`config.mk`:
```
export PLATFORM = sky130hd
export DESIGN_NAME = keypad_scanner
export DESIGN_NICKNAME = d
export VERILOG_FILES = /design/src/rtl/keypad_scanner.sv
export SDC_FILE = /design/constraint.sdc
export NUM_CORES = 1
export LEC_CHECK = 0
export ABC_AREA = 0
export BUFFER_PORTS_ARGS = -buffer_cell sky130_fd_sc_hd__buf_4
export CAP_MARGIN = 20
export CORE_AREA = 5 5 63 94
export CTS_CLUSTER_SIZE = 16
export DETAILED_ROUTE_END_ITERATION = 10
export DIE_AREA = 0 0 68 99
export PLACE_DENSITY = 0.74
export SLEW_MARGIN = 5
export SYNTH_ARGS = -nofsm -noshare
export SYNTH_HDL_FRONTEND = slang
export SYNTH_SLANG_ARGS = --single-unit
```
`constraint.sdc`:
```
create_clock -name clk -period 3.87 [get_ports clk]
set_input_delay 0.1935 -clock clk [delete_from_list [all_inputs] [get_ports clk]]
set_output_delay 0.1935 -clock clk [all_outputs]
set_load 0.005 [all_outputs]
```
`src/rtl/keypad_scanner.sv`:
```
// 4x4 active-low matrix keypad scanner with frame-based press/release debounce.
// Optional auto-repeat of a held key is enabled by defining KEYPAD_REPEAT_EN.
module keypad_scanner #(
  parameter int unsigned SCAN_DIV        = 1000,
  parameter int unsigned DEBOUNCE_FRAMES = 4,
  parameter int unsigned REPEAT_DELAY    = 32,
  parameter int unsigned REPEAT_RATE     = 8
) (
  input  logic       clk,
  input  logic       rst,
  output logic [3:0] row_n,
  input  logic [3:0] col_n,
  output logic [3:0] key_code,
  output logic       key_is_digit,
  output logic       key_valid,
  output logic       key_held
);

  localparam int unsigned SLOT_W = (SCAN_DIV > 1) ? $clog2(SCAN_DIV) : 1;
  localparam int unsigned CNT_W  = 4;
  localparam logic [SLOT_W-1:0] SLOT_LAST = SLOT_W'(SCAN_DIV - 1);
  localparam logic [CNT_W-1:0]  DEB_N     = CNT_W'(DEBOUNCE_FRAMES);

  typedef enum logic [1:0] {
    S_IDLE,
    S_DEBOUNCE,
    S_PRESSED,
    S_RELEASE
  } state_e;

  function automatic logic [1:0] row_index(input logic [3:0] rn);
    case (rn)
      4'b1110: row_index = 2'd0;
      4'b1101: row_index = 2'd1;
      4'b1011: row_index = 2'd2;
      default: row_index = 2'd3;
    endcase
  endfunction

  function automatic logic [3:0] key_map(input logic [1:0] r, input logic [1:0] c);
    case ({r, c})
      4'h0: key_map = 4'h1;
      4'h1: key_map = 4'h2;
      4'h2: key_map = 4'h3;
      4'h3: key_map = 4'hA;
      4'h4: key_map = 4'h4;
      4'h5: key_map = 4'h5;
      4'h6: key_map = 4'h6;
      4'h7: key_map = 4'hB;
      4'h8: key_map = 4'h7;
      4'h9: key_map = 4'h8;
      4'hA: key_map = 4'h9;
      4'hB: key_map = 4'hC;
      4'hC: key_map = 4'hE;
      4'hD: key_map = 4'h0;
      4'hE: key_map = 4'hF;
      default: key_map = 4'hD;
    endcase
  endfunction

  logic [3:0]        col_s1_q, col_s2_q;
  logic [SLOT_W-1:0] slot_q, slot_d;
  logic [3:0]        row_n_q, row_n_d;
  logic [1:0]        fr_cnt_q, fr_cnt_d;
  logic [3:0]        fr_code_q, fr_code_d;
  state_e            state_q, state_d;
  logic [CNT_W-1:0]  cnt_q, cnt_d;
  logic [3:0]        cand_q, cand_d;
  logic [3:0]        key_code_q, key_code_d;
  logic              key_is_digit_q, key_is_digit_d;
  logic              key_valid_q, key_valid_d;
  logic              key_held_q, key_held_d;

  logic [3:0] closed;
  logic [2:0] row_ones;
  logic [1:0] row_hits;
  logic [1:0] col_idx;
  logic [2:0] tot;
  logic       sample, frame_end, frame_single;
  logic [3:0] frame_key;
  logic [CNT_W-1:0] cnt_inc;
  logic       accept;

`ifdef KEYPAD_REPEAT_EN
  localparam logic [7:0] REP_DLY  = 8'(REPEAT_DELAY);
  localparam logic [7:0] REP_RATE = 8'(REPEAT_RATE);
  logic [7:0] held_q, held_d;
  logic [7:0] rate_q, rate_d;
  logic [7:0] held_sat;
`endif

  // Row scan and per-frame contact accumulation
  always_comb begin
    slot_d    = slot_q;
    row_n_d   = row_n_q;
    fr_cnt_d  = fr_cnt_q;
    fr_code_d = fr_code_q;
    closed    = ~col_s2_q;
    row_ones  = 3'($countones(closed));
    row_hits  = (row_ones > 3'd1) ? 2'd2 : row_ones[1:0];
    col_idx   = 2'd3;
    if (closed[0])      col_idx = 2'd0;
    else if (closed[1]) col_idx = 2'd1;
    else if (closed[2]) col_idx = 2'd2;
    sample       = (slot_q == SLOT_LAST);
    frame_end    = sample && !row_n_q[3];
    tot          = {1'b0, fr_cnt_q} + {1'b0, row_hits};
    frame_single = frame_end && (tot == 3'd1);
    frame_key    = (row_hits == 2'd1) ? key_map(row_index(row_n_q), col_idx) : fr_code_q;
    if (sample) begin
      slot_d  = '0;
      row_n_d = {row_n_q[2:0], row_n_q[3]};
      if (frame_end) begin
        fr_cnt_d  = 2'd0;
        fr_code_d = 4'd0;
      end else begin
        fr_cnt_d  = (tot > 3'd1) ? 2'd2 : tot[1:0];
        fr_code_d = frame_key;
      end
    end else begin
      slot_d = slot_q + SLOT_W'(1);
    end
  end

  // Debounce FSM, evaluated only at frame end
  always_comb begin
    state_d        = state_q;
    cnt_d          = cnt_q;
    cand_d         = cand_q;
    key_code_d     = key_code_q;
    key_is_digit_d = key_is_digit_q;
    key_valid_d    = 1'b0;
    accept         = 1'b0;
    cnt_inc        = cnt_q + CNT_W'(1);
`ifdef KEYPAD_REPEAT_EN
    held_d   = held_q;
    rate_d   = rate_q;
    held_sat = (held_q == 8'hFF) ? held_q : held_q + 8'd1;
`endif
    if (frame_end) begin
      case (state_q)
        S_IDLE: begin
          if (frame_single) begin
            cand_d = frame_key;
            cnt_d  = CNT_W'(1);
            if (DEB_N == CNT_W'(1)) begin
              accept  = 1'b1;
              state_d = S_PRESSED;
            end else begin
              state_d = S_DEBOUNCE;
            end
          end
        end
        S_DEBOUNCE: begin
          if (!frame_single) begin
            state_d = S_IDLE;
            cnt_d   = '0;
          end else if (frame_key == cand_q) begin
            cnt_d = cnt_inc;
            if (cnt_inc == DEB_N) begin
              accept  = 1'b1;
              state_d = S_PRESSED;
            end
          end else begin
            cand_d = frame_key;
            cnt_d  = CNT_W'(1);
          end
        end
        S_PRESSED: begin
          if (!frame_single) begin
            if (DEB_N == CNT_W'(1)) begin
              state_d = S_IDLE;
              cnt_d   = '0;
            end else begin
              state_d = S_RELEASE;
              cnt_d   = CNT_W'(1);
            end
          end else begin
`ifdef KEYPAD_REPEAT_EN
            held_d = held_sat;
            if (held_sat == REP_DLY && held_sat != held_q) begin
              key_valid_d = 1'b1;
              rate_d      = 8'd0;
            end else if (held_sat > REP_DLY) begin
              if (rate_q + 8'd1 == REP_RATE) begin
                key_valid_d = 1'b1;
                rate_d      = 8'd0;
              end else begin
                rate_d = rate_q + 8'd1;
              end
            end
`endif
          end
        end
        default: begin
          if (frame_single) begin
            state_d = S_PRESSED;
          end else if (cnt_inc == DEB_N) begin
            state_d = S_IDLE;
            cnt_d   = '0;
          end else begin
            cnt_d = cnt_inc;
          end
        end
      endcase
    end
    if (accept) begin
      key_code_d     = cand_d;
      key_is_digit_d = (cand_d <= 4'd9);
      key_valid_d    = 1'b1;
    end
    key_held_d = (state_d == S_PRESSED) || (state_d == S_RELEASE);
`ifdef KEYPAD_REPEAT_EN
    // Hold count survives release bounces; clears only once the key is gone
    if (!key_held_d) begin
      held_d = 8'd0;
      rate_d = 8'd0;
    end
`endif
  end

  always_ff @(posedge clk or posedge rst) begin
    if (rst) begin
      col_s1_q       <= 4'hF;
      col_s2_q       <= 4'hF;
      slot_q         <= '0;
      row_n_q        <= 4'b1110;
      fr_cnt_q       <= 2'd0;
      fr_code_q      <= 4'd0;
      state_q        <= S_IDLE;
      cnt_q          <= '0;
      cand_q         <= 4'd0;
      key_code_q     <= 4'd0;
      key_is_digit_q <= 1'b0;
      key_valid_q    <= 1'b0;
      key_held_q     <= 1'b0;
`ifdef KEYPAD_REPEAT_EN
      held_q         <= 8'd0;
      rate_q         <= 8'd0;
`endif
    end else begin
      col_s1_q       <= col_n;
      col_s2_q       <= col_s1_q;
      slot_q         <= slot_d;
      row_n_q        <= row_n_d;
      fr_cnt_q       <= fr_cnt_d;
      fr_code_q      <= fr_code_d;
      state_q        <= state_d;
      cnt_q          <= cnt_d;
      cand_q         <= cand_d;
      key_code_q     <= key_code_d;
      key_is_digit_q <= key_is_digit_d;
      key_valid_q    <= key_valid_d;
      key_held_q     <= key_held_d;
`ifdef KEYPAD_REPEAT_EN
      held_q         <= held_d;
      rate_q         <= rate_d;
`endif
    end
  end

  assign row_n        = row_n_q;
  assign key_code     = key_code_q;
  assign key_is_digit = key_is_digit_q;
  assign key_valid    = key_valid_q;
  assign key_held     = key_held_q;

endmodule
```
# Word level (Yosys, flattened, before mapping)
# Memories as Yosys holds them, arrays and structs flattened.
# Cells that the tools add are included.
# totals
mem_bits_ro	64
output_inout_bits	11
word_cells	82
register_bits	45
input_bits	6
memories	1
# op_classes
eq_ne	15
reduce_logical	6
mux	37
bitwise_logic	1
order_cmp	3
addsub	6
# memory_table
memory	depth	word_bits	read_ports	rd_ports_with_merged_regs	write_ports	line_no	text
(name not given)	16	4	1	0	0	41	case ({r, c})
# ops
operator	n
2-to-1 mux 4 bit	12
2-to-1 mux 2 bit	13
== test 4 bit, second input constant	3
one-hot mux 2 bit (3 select lines)	2
one-hot mux 4 bit (3 select lines)	1
adder 10 x 1 -> 10 bit, second input constant	1
== test 10 bit, second input constant	1
2-to-1 mux 10 bit	1
one-hot mux 4 bit (2 select lines)	1
2-to-1 mux 1 bit	7
adder 2 x 2 -> 3 bit	2
== test 2 bit, second input constant	3
greater-than comparator 3 x 1 -> 1 bit, second input constant	2
adder 1 x 1 -> 2 bit	2
adder 4 x 1 -> 4 bit, second input constant	1
== test 2 x 1 -> 1 bit, second input constant	2
== test 4 x 3 -> 1 bit, second input constant	1
== test 4 bit	1
<= comparator 4 bit, second input constant	1
inequality test 2 bit, second input constant	2
NOT 4 bit	1
AND reduction 4 bit	1
== test 3 x 1 -> 1 bit, second input constant	1
inequality test 3 x 1 -> 1 bit, second input constant	1
4 further kinds	5

# Depth between registers and ports, before layout
# Gate-level depths: netlist of the first run.
# logic_depth
depth_word	14
depth_mapped	14
depth_no_buf	14

# Worst setup path after synthesis of the first run
# OpenSTA, ideal clock, no wires.
# synth_path
path_kind	register to register
startpoint	reg col_s2_q[0]
endpoint	reg cnt_q[3]
arrival_ns	3.714
slack_ns	0.074
required_ns	3.788
n_path_buf	0
stages_incl_launch_ff	15
period_less_slack_ns	3.796
setup_ns	0.082
path_cell_list	dfstp_2 -> fa_1 -> inv_1 -> ha_1 -> nand3b_1 -> clkinv_1 -> ha_1 -> fa_1 -> nor2_1 -> and2_1 -> nor3_1 -> a2111oi_2 -> nand4_1 -> xor2_1 -> a31oi_1
# synth_between
elab_chain_cells	11
# synth_lines
item	line_no	text
start: declaration	61	logic [3:0] col_s1_q, col_s2_q;
start signal: assignment	243	col_s2_q <= col_s1_q;
NOT 4 bit (*)	98	closed = ~col_s2_q;
adder 1 x 1 -> 2 bit (implied by the code)	99	row_ones = 3'($countones(closed));
adder 2 x 2 -> 3 bit (implied by the code)	99	
greater-than comparator 3 x 1 -> 1 bit	100	row_hits = (row_ones > 3'd1) ? 2'd2 : row_ones[1:0];
2-to-1 mux 2 bit	100	
== test 2 x 1 -> 1 bit	109	frame_key = (row_hits == 2'd1) ? key_map(row_index(row_n_q), col_idx) : fr_code_q;
2-to-1 mux 4 bit	109	
== test 4 bit	158	end else if (frame_key == cand_q) begin
2-to-1 mux 4 bit	158	
2-to-1 mux 4 bit	155	if (!frame_single) begin
one-hot mux 4 bit (3 select lines)	141	case (state_q)
end signal: assignment	249	cnt_q <= cnt_d;
end: declaration	67	logic [CNT_W-1:0] cnt_q, cnt_d;
# Every way passes the cells marked *; elsewhere a longest branch is shown, timed or not.
# A chain may end at the register's enable or synchronous reset.

# Worst setup path in the final report of the first run
# layout_path
startpoint	reg col_s2_q[1]
endpoint	reg key_code_q[0], in the netlist key_code[0]
# layout_between
elab_chain_cells	12
# layout_lines
item	line_no	text
NOT 4 bit (*)	98	
adder 1 x 1 -> 2 bit (implied by the code)	99	
adder 2 x 2 -> 3 bit (implied by the code)	99	
greater-than comparator 3 x 1 -> 1 bit	100	
2-to-1 mux 2 bit	100	
== test 2 x 1 -> 1 bit	109	
2-to-1 mux 4 bit	109	
== test 4 bit	158	
2-to-1 mux 4 bit or 2-to-1 mux 1 bit (tied branches)	158	
2-to-1 mux 4 bit or 2-to-1 mux 1 bit (tied branches)	155	
one-hot mux 4 bit (2 select lines) or 2-to-1 mux 1 bit (tied branches)	141	
2-to-1 mux 4 bit or 2-to-1 mux 1 bit (tied branches)	140	if (frame_end) begin
end signal: assignment	251	key_code_q <= key_code_d;
end: declaration	69	logic [3:0] key_code_q, key_code_d;
# Marks and branches as above.

==> flow_summary.yaml, run 1 <==
outcome:
  status: "complete, no violations"
floorplan:
  die_area_um2: 6730
  chipWidth_um: 68
  start_util: 0.525
  ioPinCount: 17
  num_rows: 32
  core_area_um2: 5000
  chipHeight_um: 99
global_route:
  grt_max_degree: 46
  grt_pass1_wl_um: 9270
  grt_pass1_vias: 2064
  antenna_found_initial: 0
  gr-total-overflow: 0
  gr-usage-all-layers: 0.177
yosys:
  yosys.area_share.simple: 0.216
  synth_cells: 260
  yosys.cell_types.count: 60
  ys_warn_count: 0
  async_flop_share: 1.00
  synth-seq-cells: 45
  synth_top_family_by_area: "simple AND/OR/NAND/NOR gates"
  synthAdderAreaFrac: 0.0667
  synth_xor_xnor_area_share: 0.0495
  syn_area_um2: 2630
  synth_compound_area_frac: 0.158
  synth.mux.area_fraction: 0.0362
  yosysSeqAreaShare: 0.434
  synth-edff-count: 0
  synth-main-ff-cell: "dfrtp_1"
  synth_nets: 278
  syn_area_per_cell_um2: 10.1
power:
  p_int_w: 0.000697
  p_clk_frac: 0.374
  power.net_switching_w: 0.000222
  leakage_nw: 1.33
  p_comb_frac: 0.103
  seq_power_share: 0.522
  vdd_drop_max_uv: 185
  sw_frac_of_total: 0.242
  p_per_area_nw_per_um2: 309
finish:
  antennaDiodeCount: 0
  multi_input_area_um2: 1390
  postLayoutCoreUtil: 0.594
  drive_above_1_share: 0.207
  layout_commonest_cell: "nand2_1"
  n_fill_cell: 443
  seqCellArea_um2: 1140
  nNetsFinal: 302
  syn_to_final_growth_pct: 13.1
  fin_cells: 353
  final_cell_mix: "nand2_1 (37), dfrtp_1 (34), buf_4 (23)"
cts:
  clk_pin_slew_ns: 0.09
  clock_latency_ns: 0.30
  cts-root-buf: "clkbuf_8"
  cts.htree.levels: 2
  cts_buffer_depth: 2
  cts_sinks: 45
  cts_buffers: 5
  cts_tree: "yes"
route:
  dr.first_iter.drc_count: 147
  vias_per_cell: 5.71
  routed-via-count: 2014
  drc: 0
  wl_per_cell_um: 15.0
  firstDrtPassIters: 4
  antenna_left: 0
  drt-total-wl_um: 5280
setup_path:
  critPathBufInv: 2
  crit_required_ns: 4.05
  crit_arrival_ns: 3.74
  slowest_stage: "dfstp_2"
  r2r-end: "key_code[0]"
  cp_cell_sequence: "fa_1 > inv_1 > ha_1 > nand3b_1 > clkinv_1 > ha_1 > fa_1 > nor2_1 > nand2_1 > nor4_4 > nand4_4 > mux2_4"
  reg2reg_from: "col_s2_q[1]"
  crit_type: "flip-flop to flip-flop"
  critPathTopFamily: "adder cells"
  cp_slowest_stage_delay_ns: 0.57
  crit_fanout: 8
  r2r_slack_ns: 0.32
  crit_path_start_kind: "flip-flop"
  rr_worst_depth: 12
  critPathCaptureType: "flip-flop"
placement:
  place_hpwl_um: 3770
  dp.cells: 339
  port_buffers: 16
  gp_congestion: 0.891
sta:
  relSlewSlack: 0.520
  finalSetupViolations: 0
  report.final.slew_viol_count: 0
  skew_ns: 0.00741
  period_share: 0.918
  min_period_ns: 3.55
  worstMarginPinSlew_ns: 0.715
  report.final.hold_viol_count: 0
  whs_ns: 0.0197
  fmax_mhz: 281
  rsz0062_at_grt: "yes"
flow_run:
  drv_cap: 0
min_path:
  min_path_type: "primary input to asynchronous set/reset pin"
per-layer routing:
layer	GRT usage	part of all wire
met4	0.0934	0.031
met1	0.202	0.40
met3	0.0319	0.023
met5	0	0
met2	0.302	0.54
cell usage after synthesis (2+ instances only):
master / number / area share
xor2_1: 6 / 0.020
a21oi_1: 9 / 0.017
nor2_1: 17 / 0.024
nand3b_1: 3 / 0.0086
and3_1: 6 / 0.014
a21o_1: 3 / 0.0086
o31ai_1: 3 / 0.0086
dfrtp_1: 34 / 0.32
and2_1: 4 / 0.0095
dfstp_2: 11 / 0.11
a31o_2: 2 / 0.0067
nand2b_1: 2 / 0.0048
buf_2: 2 / 0.0038
nor3b_1: 2 / 0.0057
nand4_1: 3 / 0.0071
a31oi_1: 7 / 0.017
inv_1: 8 / 0.011
nand3_1: 11 / 0.021
a211oi_1: 3 / 0.0086
mux2i_1: 2 / 0.0076
buf_6: 4 / 0.017
clkbuf_1: 4 / 0.0057
a2bb2oi_1: 2 / 0.0067
o21ai_0: 14 / 0.027
ha_1: 10 / 0.048
mux2_4: 5 / 0.029
or2b_1: 2 / 0.0057
xnor2_1: 7 / 0.023
a22o_1: 3 / 0.010
nor3_1: 4 / 0.0076
nand2_1: 37 / 0.053
fa_1: 2 / 0.015
layout make-up:
| cell class | instances | share of cell area |
|---|---|---|
| inverter | 9 | 0.0114 |
| sequential | 45 | 0.384 |
| tap | 68 | 0.0286 |
| timing repair buffer | 27 | 0.0716 |
| multi-input combinational | 196 | 0.467 |
| clock buffer | 8 | 0.0375 |
stage by stage:
stage               cell area [µm²]  setup slack, ns  setup TNS (ns)  total power [W]
detailed placement             2800            0.206               0         0.000579
finish                         2970            0.315               0         0.000918
global route                   2970        -0.000511       -0.000511         0.000961
global placement               2800            0.308               0         0.000579
CTS                            2950            0.173               0         0.000930
floorplan                      2630           0.0744               0         0.000553
worst min-delay path, stage by stage:
cell	delay [ns]
buf_4	0.11
clkinv_1	0.03
buf_4	0.45
power groups by stage:
stage	Sequential (W)	Clock, W	Combinational, W
after floorplan	0.000489	0	0.0000643
after global placement	0.000489	0	0.0000897
after detailed placement	0.000490	0	0.0000894
after CTS	0.000481	0.000356	0.0000931
after global routing	0.000480	0.000372	0.000108
final	0.000480	0.000344	0.0000950
state kept, by name, indices dropped and copies added (netlist names):
register / flops
slot_q: 10
cand_q: 4
cnt_q: 4
col_s1_q: 4
col_s2_q: 4
fr_code_q: 4
key_code: 4
row_n: 4
fr_cnt_q: 2
state_q: 2
key_held: 1
key_is_digit: 1
key_valid: 1
cell families (layout without fill, tap and decap cells):
group,after synthesis,in the layout
AO/OA/AOI/OAI,58,58
AND/OR/NAND/NOR,104,104
adder cells (fa/ha/maj),13,13
XOR/XNOR,14,14
flip-flops,45,45
buffers and inverters,19,44
multiplexers,7,7
how the worst max path moves through the flow:
stage,startpoint,to,slack [ns],cells after the start
floorplan,col_s2_q[0],cnt_q[3],0.07,14
detailed placement,col_s2_q[0],key_is_digit,0.21,14
CTS,col_s2_q[0],key_is_digit,0.17,14
global placement,col_s2_q[0],cnt_q[3],0.31,15
global route,col_s2_q[1],key_is_digit,-0.0005,13
finish,col_s2_q[1],key_code[0],0.32,12
timing repair:
action	CTS	global route
setup buffers	0	2
resized for setup	0	1
endpoints found under the hold margin	4	0
hold buffers	4	0
endpoints found under the setup margin	0	8
Note: power is estimated with default switching activity, not from simulation.
==> run 2, diff against run 1 <==
CORE_AREA = 5 5 64 95   (was 5 5 63 94)
DIE_AREA = 0 0 69 100   (was 0 0 68 99)
PLACE_DENSITY = 0.72   (was 0.74)
==> run 2 against run 1 <==
Clock skew decreased by 0.0035 ns. Final area increased by 0.51%. Critical endpoint is now cnt_q[3]. Sequential cell count unchanged. Setup slack improved by 0.0031 ns. Count of clock-buffer cells in the layout decreased by 2. Largest cell class unchanged. Total power decreased by 4.7%. Highest routed layer unchanged.
==> flow_summary.yaml, run 2 (synthesis gave the netlist of run 1 again) <==
global_route:
  gr-total-overflow: 0
  gr-usage-all-layers: 0.152
  antenna_found_initial: 0
  grt_max_degree: 46
  grt_pass1_wl_um: 8540
  grt_pass1_vias: 1905
floorplan:
  chipWidth_um: 69
  ioPinCount: 17
  die_area_um2: 6900
  core_area_um2: 5120
  start_util: 0.513
  chipHeight_um: 100
  num_rows: 32
route:
  routed-via-count: 1982
  antenna_left: 0
  firstDrtPassIters: 4
  drt-total-wl_um: 5050
  wl_per_cell_um: 14.1
  drc: 0
  vias_per_cell: 5.55
  dr.first_iter.drc_count: 108
setup_path:
  crit_required_ns: 4.09
  cp_cell_sequence: "fa_1 > inv_1 > ha_1 > nand3b_1 > clkinv_1 > ha_1 > fa_1 > nor2_1 > and2_1 > nor3_1 > a2111oi_2 > buf_4 > nand4_1 > xor2_1 > a31oi_1"
  crit_fanout: 5
  critPathCaptureType: "flip-flop"
  crit_type: "flip-flop to flip-flop"
  cp_slowest_stage_delay_ns: 0.57
  slowest_stage: "dfstp_2"
  r2r_slack_ns: 0.32
  crit_path_start_kind: "flip-flop"
  crit_arrival_ns: 3.77
sta:
  final.setup.tns_ns: 0
  report.final.hold_viol_count: 0
  fmax_mhz: 282
  period_share: 0.918
  report.final.slew_viol_count: 0
  min_period_ns: 3.55
  whs_ns: 0.0247
  worstMarginPinSlew_ns: 0.685
  rsz0062_at_grt: "no"
  relSlewSlack: 0.540
  skew_ns: 0.00394
  finalSetupViolations: 0
cts:
  cts_sinks: 45
  clock_latency_ns: 0.29
  clk_pin_slew_ns: 0.08
  cts-root-buf: "clkbuf_8"
  cts_buffers: 5
  cts.htree.levels: 2
  cts_tree: "yes"
  cts_buffer_depth: 2
min_path:
  min_path_type: "primary input to asynchronous set/reset pin"
finish:
  drive_above_1_share: 0.221
  antennaDiodeCount: 0
  largest_register_ffs: 10
  nNetsFinal: 306
  multi_input_area_um2: 1390
  n_fill_cell: 473
  layout_commonest_cell: "nand2_1"
  syn_to_final_growth_pct: 13.7
  top_register: "slot_q"
  final_cell_mix: "nand2_1 (37), dfrtp_1 (34), buf_4 (27)"
  postLayoutCoreUtil: 0.583
  seqCellArea_um2: 1140
  fin_area_um2: 2990
placement:
  port_buffers: 16
  gp_congestion: 0.898
  dpl-instance-area_um2: 2810
  place_hpwl_um: 3700
power:
  leakage_nw: 1.35
  vdd_drop_max_uv: 202
  p_per_area_nw_per_um2: 293
flow_run:
  drv_cap: 0
outcome:
  status: "complete, no violations"
## run 2: cell types whose count changed in the layout (fill, tap and decap cells not counted), sizes merged
cell	change
clkinv	+2
clkbuf	-2
buf	+4
## run 2: cell type report
cell class,count,area share
well taps,68,0.0285
inverters,9,0.0113
repair buffers,31,0.0813
flip-flops and latches,45,0.382
clock buffers,6,0.0276
clock inverters,2,0.00461
multi-input cells,196,0.465
## run 2: worst max-delay path: cells and delay by family (launching register included)
family | cells | cell delay, ns
simple gates | 5 | 0.63
xor+xnor | 1 | 0.16
flops | 1 | 0.57
buf+inv | 3 | 0.35
fa+ha+maj | 4 | 1.28
compound gates | 2 | 0.49
## run 2: power by group
| part | total (W) | switching (W) | internal (W) |
|---|---|---|---|
| clock network | 0.000300 | 0.000156 | 0.000145 |
| registers | 0.000480 | 0.00000258 | 0.000478 |
| logic | 0.0000951 | 0.0000602 | 0.0000349 |
## run 2: through the flow
| stage | instances | total power [W] | setup slack, ns |
|---|---|---|---|
| floorplan | 260 | 0.000553 | 0.0744 |
| global placement | 340 | 0.000579 | 0.301 |
| detailed placement | 340 | 0.000579 | 0.257 |
| CTS | 352 | 0.000885 | 0.222 |
| global route | 357 | 0.000917 | 0.0199 |
| finish | 357 | 0.000876 | 0.319 |
## run 2: timing repair
| action | in CTS | in global routing |
|---|---|---|
| resized for setup | 0 | 1 |
| setup endpoints to repair | 0 | 3 |
| hold endpoints to repair | 4 | 0 |
| buffers inserted | 0 | 5 |
| hold buffers | 4 | 0 |
## run 2: per-layer routing
layer	vias up	GRT usage	part of all wire
met5	-	0	0
met3	15	0.0251	0.027
met4	0	0.0737	0.030
met2	28	0.279	0.53
met1	953	0.168	0.41
li1	986	-	-
## run 2: worst paths after layout
path                        startpoint     endpoint  cells past startpoint
min in group clk           col_s1_q[3]  col_s2_q[3]                      0
min reg2reg                col_s1_q[3]  col_s2_q[3]                      0
max                        col_s2_q[1]     cnt_q[3]                     15
min                                rst    slot_q[7]                      3
max reg2reg                col_s2_q[1]     cnt_q[3]                     15
max in group asynchronous          rst  key_code[2]                      3
